==> src/rtl/seg_pkg.sv <==
// Shared types and constants for the seven-segment scan driver.
// Segment vectors are {g,f,e,d,c,b,a}, active low.
package seg_pkg;

  typedef logic [6:0] seg_t;
  typedef logic [3:0] digit_t;

  localparam int          NDIG      = 8;
  localparam seg_t        SEG_BLANK = 7'h7F;
  localparam logic [7:0]  AN_OFF    = 8'hFF;

  // Bit i set when digits 7..i are all zero; digit 0 is never blanked.
  function automatic logic [NDIG-1:0] lz_mask(input logic [4*NDIG-1:0] word);
    logic [NDIG-1:0] mask;
    logic            seen_nonzero;
    mask         = '0;
    seen_nonzero = 1'b0;
    for (int i = NDIG - 1; i >= 1; i--) begin
      if (word[4*i +: 4] != 4'h0) seen_nonzero = 1'b1;
      mask[i] = ~seen_nonzero;
    end
    return mask;
  endfunction

endpackage

==> src/rtl/seg_scan_decode_hex7seg.sv <==
// Combinational hex-digit to seven-segment glyph decode.
// Output is active low, bit order {g,f,e,d,c,b,a}; A-F render as A b C d E F.
module hex7seg
  import seg_pkg::*;
(
  input  digit_t digit,
  output seg_t   seg
);

  // NOTE: a full case with a default assignment first keeps this purely
  // combinational; a missing branch would otherwise infer a latch.
  always_comb begin
    seg = SEG_BLANK;
    unique case (digit)
      4'h0: seg = 7'h40;
      4'h1: seg = 7'h79;
      4'h2: seg = 7'h24;
      4'h3: seg = 7'h30;
      4'h4: seg = 7'h19;
      4'h5: seg = 7'h12;
      4'h6: seg = 7'h02;
      4'h7: seg = 7'h78;
      4'h8: seg = 7'h00;
      4'h9: seg = 7'h10;
      4'hA: seg = 7'h08;
      4'hB: seg = 7'h03;
      4'hC: seg = 7'h46;
      4'hD: seg = 7'h21;
      4'hE: seg = 7'h06;
      4'hF: seg = 7'h0E;
      default: seg = SEG_BLANK;
    endcase
  end

endmodule

==> src/rtl/seg_scan_decode.sv <==
// Time-multiplexed 8-digit seven-segment driver with registered pin outputs.
// Optional leading-zero blanking is enabled by defining SEG_LZ_BLANK_EN.
module seg_scan_decode
  import seg_pkg::*;
#(
  parameter int DIV = 50000
) (
  input  logic        clk,
  input  logic        rst,
  input  logic        load,
  input  logic [31:0] data,
  input  logic        en,
  output logic [7:0]  an,
  output logic [6:0]  h,
  output logic [2:0]  idx
);

  localparam int DIV_W = (DIV > 1) ? $clog2(DIV) : 1;

  logic [DIV_W-1:0] prescaler;
  logic             tick;
  logic [31:0]      shadow;
  digit_t           nibble;
  seg_t             glyph;
  logic [7:0]       an_next;
  logic             blank_sel;

  assign tick = (prescaler == DIV_W'(DIV - 1));

  // NOTE: state registers use non-blocking assignments so every flop samples
  // pre-edge values; blocking here would make the result depend on order.
  always_ff @(posedge clk or posedge rst) begin
    if (rst) begin
      prescaler <= '0;
      idx       <= 3'd0;
    end else if (tick) begin
      prescaler <= '0;
      idx       <= idx + 3'd1;
    end else begin
      prescaler <= prescaler + DIV_W'(1);
    end
  end

  always_ff @(posedge clk or posedge rst) begin
    if (rst) shadow <= 32'h0;
    else if (load) shadow <= data;
  end

  assign nibble  = shadow[4*idx +: 4];
  assign an_next = ~(8'b1 << idx);

  hex7seg u_hex7seg (
    .digit (nibble),
    .seg   (glyph)
  );

`ifdef SEG_LZ_BLANK_EN
  logic [NDIG-1:0] blank_mask;
  assign blank_mask = lz_mask(shadow);
  assign blank_sel  = blank_mask[idx];
`else
  assign blank_sel  = 1'b0;
`endif

  // Pins come straight from flops so a decode glitch never reaches the anodes.
  always_ff @(posedge clk or posedge rst) begin
    if (rst) begin
      an <= AN_OFF;
      h  <= SEG_BLANK;
    end else if (en) begin
      an <= an_next;
      h  <= blank_sel ? SEG_BLANK : glyph;
    end else begin
      an <= AN_OFF;
      h  <= SEG_BLANK;
    end
  end

endmodule

==> config.mk <==
export PLATFORM = sky130hd
export DESIGN_NAME = seg_scan_decode
export DESIGN_NICKNAME = d
export VERILOG_FILES = /design/src/rtl/seg_pkg.sv /design/src/rtl/seg_scan_decode_hex7seg.sv /design/src/rtl/seg_scan_decode.sv
export SDC_FILE = /design/constraint.sdc
export NUM_CORES = 1
export LEC_CHECK = 0
export BUFFER_PORTS_ARGS = -buffer_cell sky130_fd_sc_hd__buf_2
export CAP_MARGIN = 20
export CORE_MARGIN = 2
export CORE_UTILIZATION = 43
export DETAILED_ROUTE_END_ITERATION = 12
export PLACE_DENSITY = 0.72
export RECOVER_POWER = 25
export SLEW_MARGIN = 20
export SYNTH_ARGS = -nofsm -noshare
export SYNTH_HDL_FRONTEND = slang
export SYNTH_SLANG_ARGS = --single-unit
==> constraint.sdc <==
create_clock -name clk -period 2.25 [get_ports clk]
set_input_delay 0.45 -clock clk [delete_from_list [all_inputs] [get_ports clk]]
set_output_delay 0.45 -clock clk [all_outputs]
set_load 0.03 [all_outputs]
Yosys cells after proc, flatten, opt, wreduce, memory -nomap -nowiden
Memory sizes are Yosys's and may differ from the RTL's.
Cells that the tools add are included.

storage, ports and cells
  register bits = 66
  ROM bits = 112
  input bits = 36
  output and inout port bits = 18
  memories kept = 1

memory list
  name              words  bits a word  read ports  clocked after Yosys merged registers in  wr ports  RTL line                       text
  (name not given)  16     7            1           0                                        0         seg_scan_decode_hex7seg.sv:14  unique case (digit)

cells by class
  add/subtract/negate cells = 2
  equality and inequality tests = 1
  shifts and indexed selects = 2
  multiplexer cells = 3
  bitwise logic cells = 1

operators with widths
  kind                     count
  $shiftx A32 B6 Y4        1
  $add A16 B1 Y16 const B  1
  $eq A16 B16 Y1 const B   1
  $mux W16                 1
  $mux W8                  1
  $not A8 Y8               1
  $shl A1 B3 Y8 const A    1
  $mux W7                  1
  $add A3 B1 Y3 const B    1

Depth between registers and ports, before layout
Gate-level depths: netlist of the first run.

  word-level depth = 3
  mapped depth = 9
  depth with buffers taken out = 8

By module
Synthesis of the first run repeated with hierarchy kept, for this count alone.

second synthesis, totals
  cells, all modules = 241
  area, all modules = 3,121.7 µm²

by module, submodules not included
  module           times used  cells an instance  area each (µm²)  seq. area each (µm²)
  seg_scan_decode  1           209                2,846.5          1,670.4
  hex7seg          1           32                 275.3            0.0

Worst setup path before layout of the first run
Ideal clock, no wire load.

  kind = flip-flop to flip-flop
  start = register idx[1]
  end = register h[4]
  setup time = 0.083 ns
  arrival = 2.301 ns
  required time = 2.167 ns
  path slack = -0.134 ns
  cell stages (with the launch flop) = 10
  buffers on the path = 1
  cells stage by stage = dfrtp_1 > buf_6 > mux4_2 > mux2i_4 > inv_2 > ha_1 > inv_1 > nor2_2 > a21o_1 > a221o_1

on the way
  longest elaborated chain between the ends = 3

ends and longest elaborated chain
  element                 RTL line               text
  start, declared         seg_scan_decode.sv:15  output logic [2:0] idx
  start signal, assigned  seg_scan_decode.sv:38  idx <= idx + 3'd1;
  $shiftx A32 B6 Y4       seg_scan_decode.sv:49  assign nibble = shadow[4*idx +: 4];
  $mem_v2 Z16 W7          n/a
  $mux W7                 seg_scan_decode.sv:70  end else if (en) begin
  end signal, assigned    seg_scan_decode.sv:72  h <= blank_sel ? SEG_BLANK : glyph;
  end, declared           seg_scan_decode.sv:14  output logic [6:0] h,

No other way between the ends.
A chain may end at the register's enable or synchronous reset.

Worst setup path in the final report of the first run
Same ends and word-level chain as after synthesis.

==> impl_metrics.csv, run 1 <==
group,metric,value,unit
outcome,status,"complete, no violations",
flow_run,cap_violations,0,
timing,finalClockSkew,0.0106,ns
critical_path,crit_path_end_kind,"flip-flop",
global_routing,gr-total-overflow,0,
critical_path,cpMaxStageDelayCell,"mux4_2",
detailed_routing,vias,1994,
clock_tree,ctsRootBufferMaster,"clkbuf_8",
power_and_ir_drop,p_leak,0.00167,uW
die,core.rowCount,30,
clock_tree,hold_buffers,0,
timing,setup_viol,0,
critical_path,crit_required,2.53,ns
detailed_routing,drt_wl_total,5670,um
die,die_area,0.00793,sq mm
timing,setup-tns-final,0,ns
yosys,syn_area,0.00311,sq mm
power_and_ir_drop,power.density,703,mW/mm^2
layout,seqCellArea,0.00167,sq mm
yosys,syn-mean-instance-area,12.9,sq um
die,initial_core_util,0.450,
critical_path,crit_type,"reg -> reg",
yosys,yosysUniqueCellTypes,40,
yosys,synth_seq_area_share,0.537,
yosys,ys.flop_type,"dfrtp_1",
clock_tree,cts-buffers-inserted,9,
clock_tree,clkTransAtPathRegs,0.07,ns
clock_tree,clock_sinks,66,
hold_path,hold_class,"in -> async",
yosys,synth-seq-cells,66,
timing,slew-limit-headroom,0.530,
critical_path,crit_top_cell,"inv_2",
die,die_h,89.0,um
clock_tree,clock_latency,0.36,ns
critical_path,worstPathArrival,2.37,ns
layout,final_nets,352,
yosys,synthArstFlopShare,1.00,
layout,drive_gt1_frac,0.364,
placed_design,dp_hpwl,4200,um
timing,max_clock_freq,0.478,GHz
yosys,syn-num-nets,290,
critical_path,crit_chain,"mux4_2 > mux2i_4 > inv_2 > ha_2 > inv_2 > nor2_2 > a21o_1 > a221o_1",
layout,multi_input_area,0.00134,sq mm
die,io_pins,54,
placed_design,gp_congestion,0.804,
placed_design,numPortBuffers,53,
global_routing,grt_pass1_vias,2005,
die,core_area,0.00691,sq mm
critical_path,start_kind,"flip-flop",
timing,timing.hold.ws,0.196,ns
layout,nFillCells,648,
global_routing,grt.total_usage,0.167,
clock_tree,cts.path.max_buffers,2,
critical_path,crit_fanout,6,
detailed_routing,ant_nets,0,
global_routing,grt_first_pass_wirelength,9800,um
detailed_routing,drt_iter0_drc,47,
critical_path,critPathMaxStageDelay,0.54,ns
yosys,synth_cells,241,
layout,area_growth,19.0,%
detailed_routing,wl_per_cell,14.0,um
layout,diodes,0,
clock_tree,tritoncts,"done",
die,die_x,89.0,um
detailed_routing,vias_per_cell,4.94,
power_and_ir_drop,vdd_ir_drop_max,0.382,mV
clock_tree,cts-htree-levels,3,
timing,hold_violations,0,
yosys,yosys_warnings,0,
timing,finalCriticalPeriod,2.09,ns
timing,final_max_slew_viol_count,0,
timing,rsz0062_at_grt,"false",
timing,fin_crit_sh,0.931,
detailed_routing,drc,0,
detailed_routing,drt-pass1-iter-count,4,
global_routing,grt_max_degree,33,
yosys,synth_edf_count,0,
global_routing,antenna_found_initial,0,
timing,worst_slew_pin_slew,0.704,ns
## layout by cell type, fill, tap and decap left out, types with 3 or more instances in the layout
cell / instances
buf_2: 53
buf_4: 9
clkbuf_8: 10
dfrtp_1: 50
dfstp_2: 15
ha_1: 12
inv_1: 6
inv_2: 4
mux2_1: 30
mux2i_1: 9
mux2i_4: 3
mux4_2: 6
nand2_1: 12
nand3_1: 13
nand4_1: 3
nor2_1: 20
o21ai_1: 3
xnor2_1: 7
xor2_1: 8
## routing by layer
layer / GRT usage / wire length [um] / up-vias
met4: 0.0719 / 109 / 0
li1: - / - / 959
met2: 0.223 / 2360 / 58
met3: 0.0554 / 347 / 13
met5: 0 / 0 / -
met1: 0.247 / 2850 / 964
## area by class of cell
type | count | share of cell area
Sequential cell | 66 | 0.452
Tap cell | 96 | 0.0325
Timing Repair Buffer | 63 | 0.0913
Clock buffer | 11 | 0.0382
Multi-Input combinational cell | 153 | 0.361
Clock inverter | 5 | 0.0149
Inverter | 10 | 0.0101
## worst max-delay path, delay by kind of cell (launching register included)
family | cells | cell delay (ns)
flip-flops | 1 | 0.45
AO/OA/AOI/OAI | 2 | 0.46
buffers and inverters | 2 | 0.14
multiplexers | 2 | 0.72
AND/OR/NAND/NOR | 1 | 0.05
adder cells (fa/ha/maj) | 1 | 0.18
## sequential cells by signal, summed over array words and instances, names as in the netlist
register / flops
shadow: 32
prescaler: 16
an: 8
h: 7
idx: 3
## stage by stage
| step | std cells | setup slack, ns | power [uW] | util | instance area (sq um) |
|---|---|---|---|---|---|
| global route | 404 | 0.00702 | 2730 | 0.536 | 3700 |
| finish | 404 | 0.156 | 2600 | 0.536 | 3700 |
| floorplan | 241 | 0.0113 | 1540 | - | 3120 |
| CTS | 404 | 0.0454 | 2640 | 0.537 | 3710 |
| global placement | 388 | 0.144 | 1630 | 0.508 | 3510 |
| detailed placement | 388 | 0.0602 | 1640 | 0.508 | 3510 |
## path summary, 6_finish.rpt
| path | start | cells past startpoint | endpoint | slack [ns] |
|---|---|---|---|---|
| max | idx[1]$_DFFE_PP0N_ | 8 | h[4]$_DFF_PP1_ | 0.16 |
| min | rst | 2 | prescaler[5]$_DFF_PP0_ | 0.20 |
| max reg2reg | idx[1]$_DFFE_PP0N_ | 8 | h[4]$_DFF_PP1_ | 0.16 |
| min reg2reg | prescaler[0]$_DFF_PP0_ | 1 | prescaler[0]$_DFF_PP0_ | 0.48 |
| max in group asynchronous | rst | 3 | shadow[15]$_DFFE_PP0P_ | 0.94 |
| min in group clk | data[22] | 2 | shadow[22]$_DFFE_PP0P_ | 0.30 |
## cell families after synthesis
kind of cell             Yosys count  share of synthesized area
XOR/XNOR                          15                     0.0423
multiplexers                      50                      0.206
flip-flops                        66                      0.537
adder cells (fa/ha/maj)           13                     0.0523
buffers and inverters             22                     0.0378
AND/OR/NAND/NOR                   62                     0.0942
AO/OA/AOI/OAI                     13                     0.0302
## cells in the mapped netlist (2+ instances only)
library cell,instances,area [sq um]
mux2_1,30,338
and3_1,2,12.5
buf_6,4,45.0
nand4_1,3,18.8
a21oi_1,2,10.0
mux2i_4,2,45.0
nor2_1,20,75.1
ha_1,13,163
xor2_1,8,70.1
inv_2,3,11.3
o21ai_1,3,15.0
o221ai_1,2,17.5
inv_1,7,26.3
buf_1,3,11.3
mux4_2,6,135
mux2_2,2,22.5
xnor2_1,7,61.3
nand2_1,12,45.0
buf_2,4,20.0
dfrtp_1,51,1280
dfstp_2,15,394
nand3_1,13,65.1
mux2i_1,10,100
nor3_1,2,10.0
nor2b_1,2,12.5
## what timing repair did
item | in CTS | in global routing
buffers inserted | 0 | 0
resized for setup | 0 | 1
setup endpoints to repair | 0 | 4
## power breakdown
group	switching (uW)	total, uW	internal, uW
Clock	454	992	538
Combinational	166	302	136
Sequential	34.9	1310	1270
Total	655	2600	1950
(Power assumes the default switching activity.)
==> run 2: changes to the inputs <==
--- a/config.mk
+++ b/config.mk
@@ -7,10 +7,12 @@
 export LEC_CHECK = 0
 export BUFFER_PORTS_ARGS = -buffer_cell sky130_fd_sc_hd__buf_2
 export CAP_MARGIN = 20
+export CELL_PAD_IN_SITES_DETAIL_PLACEMENT = 1
+export CELL_PAD_IN_SITES_GLOBAL_PLACEMENT = 2
 export CORE_MARGIN = 2
-export CORE_UTILIZATION = 43
+export CORE_UTILIZATION = 34
 export DETAILED_ROUTE_END_ITERATION = 12
-export PLACE_DENSITY = 0.72
+export PLACE_DENSITY = 0.81
 export RECOVER_POWER = 25
 export SLEW_MARGIN = 20
 export SYNTH_ARGS = -nofsm -noshare
==> impl_metrics.csv, run 2 (synthesized netlist as in run 1, its figures left out) <==
group,metric,value,unit
layout,final_nets,354,
detailed_routing,vias,2044,
critical_path,worstPathArrival,2.36,ns
detailed_routing,vias_per_cell,4.89,
placed_design,dp_hpwl,4920,um
timing,finalClockSkew,0.00760,ns
detailed_routing,drt_iter0_drc,37,
critical_path,start_kind,"flip-flop",
critical_path,crit_required,2.52,ns
critical_path,crit_path_end_kind,"flip-flop",
clock_tree,cts-htree-levels,3,
timing,fin_crit_sh,0.928,
clock_tree,hold_buffers,0,
layout,diodes,0,
timing,setup_viol,0,
layout,layout_common_cells,"53 x buf_2, 50 x dfrtp_1, 30 x mux2_1",
layout,nFillCells,956,
layout,multi_input_area,0.00133,sq mm
layout,final_common_cell,"buf_2",
layout,regMostFlops,"shadow",
timing,setup_slack,0.163,ns
clock_tree,post-cts-setup-buffers,0,
layout,seqCellArea,0.00167,sq mm
timing,final_max_slew_viol_count,0,
timing,worst_slew_pin_slew,0.966,ns
clock_tree,cts-buffers-inserted,9,
clock_tree,cts.path.max_buffers,2,
die,initial_core_util,0.353,
clock_tree,clkTransAtPathRegs,0.07,ns
hold_path,hold_class,"in -> async",
layout,drive_gt1_frac,0.358,
global_routing,grt_pass1_vias,2192,
detailed_routing,drt_wl_total,6510,um
placed_design,numPortBuffers,53,
outcome,status,"complete, no violations",
clock_tree,clock_latency,0.35,ns
layout,area_growth,20.4,%
detailed_routing,drc,0,
timing,slew-limit-headroom,0.355,
timing,rsz0062_at_grt,"false",
clock_tree,ctsRootBufferMaster,"clkbuf_8",
global_routing,antenna_found_initial,0,
layout,utilization,0.425,
die,die_x,99.6,um
global_routing,grt_max_degree,44,
critical_path,crit_type,"reg -> reg",
power_and_ir_drop,p_leak,0.00168,uW
die,core.rowCount,34,
detailed_routing,ant_nets,0,
detailed_routing,drt-pass1-iter-count,4,
detailed_routing,wl_per_cell,15.6,um
die,core_area,0.00881,sq mm
timing,setup-tns-final,0,ns
flow_run,cap_violations,0,
clock_tree,clock_sinks,66,
timing,hold_violations,0,
power_and_ir_drop,power.density,698,mW/mm^2
critical_path,crit_fanout,7,
clock_tree,ctsResizeCount,0,
global_routing,grt_first_pass_wirelength,11100,um
placed_design,dp_slack,0.172,ns
global_routing,grt.total_usage,0.145,
die,io_pins,54,
die,die_area,0.00993,sq mm
layout,largest_reg_flops,32,
layout,reg.largest.list,"shadow x32, prescaler x16, an x8",
placed_design,gp_congestion,0.807,
timing,max_clock_freq,0.479,GHz
die,die_h,99.6,um
clock_tree,tritoncts,"done",
power_and_ir_drop,vdd_ir_drop_max,0.332,mV
global_routing,gr-total-overflow,0,
timing,finalCriticalPeriod,2.09,ns
-- run 2: changes by cell type in the layout (fill, tap and decap cells not counted), sizes merged --
cell / previous run / this run
buf: 62 / 65
clkbuf: 12 / 14
clkinv: 2 / 0
clkinvlp: 2 / 1
-- run 2: stage by stage --
| step | hold WS [ns] | area, sq um | std cells | total power (uW) |
|---|---|---|---|---|
| 5_1_grt | 0.302 | 3740 | 418 | 2750 |
| 4_1_cts | 0.140 | 3740 | 418 | 2650 |
| 3_5_place_dp | 0.475 | 3550 | 402 | 1650 |
| 3_3_place_gp | 0.470 | 3550 | 402 | 1640 |
| 2_1_floorplan | 0.452 | 3120 | 241 | 1540 |
| 6_report | 0.311 | 3740 | 418 | 2610 |
-- run 2: worst paths after layout --
check                                          to                    from  slack [ns]  cells after the start
setup / recovery                   h[4]$_DFF_PP1_      idx[1]$_DFFE_PP0N_        0.16                      8
hold / removal             shadow[15]$_DFFE_PP0P_                     rst        0.31                      2
setup reg to reg                   h[4]$_DFF_PP1_      idx[1]$_DFFE_PP0N_        0.16                      8
hold reg to reg            shadow[21]$_DFFE_PP0P_  shadow[21]$_DFFE_PP0P_        0.48                      1
max in group asynchronous          h[4]$_DFF_PP1_                     rst        1.13                      3
min in group clk            shadow[8]$_DFFE_PP0P_                 data[8]        0.31                      2
-- run 2: cell type report --
type	instances	area share
Inverter	10	0.0100
Sequential cell	66	0.447
Tap cell	108	0.0361
Timing Repair Buffer	65	0.102
Clock buffer	14	0.0408
Clock inverter	2	0.0100
Multi-Input combinational cell	153	0.355
-- run 2: report_power, final --
group / internal (uW) / switching, uW / total [uW]
combinational: 145 / 171 / 316
sequential: 1270 / 36.8 / 1310
clock: 544 / 443 / 987
total: 1960 / 651 / 2610
-- run 2: per-layer routing --
| metal | GRT usage | up-vias | part of all wire | routed length [um] |
|---|---|---|---|---|
| li1 | - | 962 | - | - |
| met1 | 0.201 | 1025 | 0.50 | 3270 |
| met2 | 0.217 | 49 | 0.44 | 2890 |
| met3 | 0.0450 | 8 | 0.040 | 259 |
| met4 | 0.0506 | 0 | 0.015 | 95 |
| met5 | 0 | - | 0 | 0 |
-- run 2: critical path: stages (launching register included) --
cell,delay [ns]
dfrtp_2,0.46
mux4_2,0.56
mux2i_4,0.17
inv_2,0.07
ha_2,0.18
inv_2,0.07
nor2_2,0.05
a21o_1,0.16
a221o_1,0.28
==> run 3: changes to the inputs <==
--- a/config.mk
+++ b/config.mk
@@ -9,10 +9,9 @@
 export CAP_MARGIN = 20
 export CELL_PAD_IN_SITES_DETAIL_PLACEMENT = 1
 export CELL_PAD_IN_SITES_GLOBAL_PLACEMENT = 2
-export CORE_MARGIN = 2
-export CORE_UTILIZATION = 34
+export CORE_UTILIZATION = 37
 export DETAILED_ROUTE_END_ITERATION = 12
-export PLACE_DENSITY = 0.81
+export PLACE_DENSITY = 0.84
 export RECOVER_POWER = 25
 export SLEW_MARGIN = 20
 export SYNTH_ARGS = -nofsm -noshare
==> constraint.sdc (replaced) <==
create_clock -name clk -period 1.95 [get_ports clk]
set_input_delay 0.39 -clock clk [delete_from_list [all_inputs] [get_ports clk]]
set_output_delay 0.39 -clock clk [all_outputs]
set_load 0.03 [all_outputs]
==> impl_metrics.csv, run 3 (synthesized netlist as in run 1, its figures left out) <==
group,metric,value,unit
global_routing,grt.total_usage,0.176,
clock_tree,cts-htree-levels,3,
die,initial_core_util,0.380,
flow_run,cap_violations,0,
critical_path,r2r_cells,8,
detailed_routing,drt-pass1-iter-count,4,
global_routing,grt_pass1_vias,2254,
power_and_ir_drop,switching_power,812,uW
die,core.rowCount,33,
critical_path,crit_chain,"mux4_2 > mux2i_4 > inv_2 > ha_4 > inv_4 > nor2_4 > a21o_1 > a221o_1",
die,die_x,93.7,um
critical_path,crit_required,2.23,ns
clock_tree,ctsRootBufferMaster,"clkbuf_8",
timing,timing.hold.ws,0.103,ns
detailed_routing,vias_per_cell,4.85,
critical_path,worstPathArrival,2.36,ns
critical_path,start_kind,"flip-flop",
die,core_area,0.00818,sq mm
timing,max_clock_freq,0.481,GHz
placed_design,numPortBuffers,53,
critical_path,worstSetupPathDepth,8,
clock_tree,hold_buffers,0,
placed_design,dp_hpwl,5040,um
die,io_pins,54,
clock_tree,cts.path.max_buffers,2,
detailed_routing,vias,2094,
detailed_routing,ant_nets,0,
detailed_routing,drc,0,
layout,layout_common_cells,"53 x buf_2, 49 x dfrtp_1, 30 x mux2_1",
power_and_ir_drop,total_power,3240,uW
power_and_ir_drop,swShare,0.251,
timing,fin_crit_sh,1.07,
clock_tree,clock_sinks,66,
power_and_ir_drop,p_int,2430,uW
placed_design,gp_congestion,0.728,
layout,diodes,0,
power_and_ir_drop,power.density,813,mW/mm^2
timing,worst_slew_pin_slew,0.687,ns
layout,final_nets,371,
timing,hold_violations,0,
timing,finalClockSkew,0.00837,ns
layout,area_growth,28.2,%
critical_path,path_buf_inv,2,
layout,largest_reg_flops,32,
global_routing,antenna_found_initial,0,
clock_tree,clkTransAtPathRegs,0.08,ns
layout,drive_gt1_frac,0.425,
layout,regMostFlops,"shadow",
hold_path,hold_class,"in -> async",
critical_path,crit_fanout,5,
power_and_ir_drop,seqPwrFrac,0.467,
power_and_ir_drop,vdd_ir_drop_max,0.539,mV
clock_tree,cts-buffers-inserted,9,
global_routing,gr-total-overflow,0,
power_and_ir_drop,p_leak,0.00178,uW
critical_path,critPathMaxStageDelay,0.55,ns
die,die_h,93.7,um
timing,rsz0062_at_grt,"true",
critical_path,cpLargestDelayFamily,"multiplexers",
critical_path,startpoint,"idx[1]$_DFFE_PP0N_",
die,die_area,0.00877,sq mm
timing,setup_slack,-0.129,ns
detailed_routing,drt_wl_total,6990,um
critical_path,crit_type,"reg -> reg",
placed_design,place_inst,410,
timing,slew-limit-headroom,0.539,
global_routing,grt_max_degree,30,
layout,reg.largest.list,"shadow x32, prescaler x16, an x8",
global_routing,grt_first_pass_wirelength,11500,um
critical_path,crit_path_end_kind,"flip-flop",
timing,finalCriticalPeriod,2.08,ns
power_and_ir_drop,p_clk_frac,0.399,
timing,setup-tns-final,-0.381,ns
detailed_routing,drt_iter0_drc,58,
clock_tree,clock_latency,0.35,ns
clock_tree,tritoncts,"done",
timing,final_max_slew_viol_count,0,
placed_design,dp_slack,-0.122,ns
outcome,violations,"negative setup slack",
outcome,status,"finished, violations left",
layout,layoutNonFillerInstCount,432,
timing,setup_viol,5,
critical_path,reg2reg_from,"idx[1]$_DFFE_PP0N_",
power_and_ir_drop,comb_power_share,0.134,
layout,final_common_cell,"buf_2",
detailed_routing,wl_per_cell,16.2,um
critical_path,cpMaxStageDelayCell,"mux4_2",
==> run 3: cell count changes in the layout (fill, tap and decap cells not counted), sizes merged <==
cell	before	now
clkinvlp	1	2
bufinv	1	2
buf	65	80
clkinv	0	2
inv	10	9
clkbuf	14	13
==> run 3: worst reg2reg max path, cell delays in order (launching register included) <==
cell     delay [ns]
dfrtp_2        0.44
mux4_2         0.55
mux2i_4        0.21
inv_2          0.08
ha_4           0.17
inv_4          0.07
nor2_4         0.05
a21o_1         0.15
a221o_1        0.28
==> run 3: final timing paths <==
kind,end,slack (ns)
worst max-delay path,h[4]$_DFF_PP1_,-0.13
worst min register to register,shadow[28]$_DFFE_PP0P_,0.49
worst min-delay path,shadow[27]$_DFFE_PP0P_,0.10
max in group asynchronous,prescaler[10]$_DFF_PP0_,0.78
min in group clk,shadow[2]$_DFFE_PP0P_,0.26
worst max register to register,h[4]$_DFF_PP1_,-0.13
==> run 3: power by group through the flow <==
stage	Sequential [uW]	Combinational (uW)	Clock, uW
6_report	1510	432	1290
5_1_grt	1520	470	1400
4_1_cts	1510	415	1320
3_5_place_dp	1540	390	0
3_3_place_gp	1540	377	0
2_1_floorplan	1560	220	0
==> run 3: metrics by stage <==
step,util,area (sq um)
final,0.487,3990
after global routing,0.487,3990
after CTS,0.483,3950
after detailed placement,0.449,3670
after global placement,0.449,3670
after floorplan,-,3140
==> run 3: repair_timing <==
item                                    4_1_cts  5_1_grt
endpoints found under the setup margin        7        7
setup buffers                                 5        1
pin swaps                                     1        1
gates resized for setup                       5       10
gates cloned                                  0        0
==> run 3: layout make-up <==
| type | count | area [sq um] |
|---|---|---|
| Sequential cell | 66 | 1670 |
| Fill cell | 861 | 4190 |
| Timing Repair Buffer | 82 | 520 |
| Inverter | 10 | 41.3 |
| Multi-Input combinational cell | 153 | 1400 |
| Clock buffer | 11 | 141 |
| Tap cell | 105 | 131 |
| Clock inverter | 5 | 77.6 |
==> run 3: routing by layer <==
metal	GRT usage	vias up	routed length [um]
met5	0	-	0
li1	-	998	-
met4	0.0654	0	96
met3	0.0380	9	238
met2	0.275	49	3380
met1	0.241	1038	3280
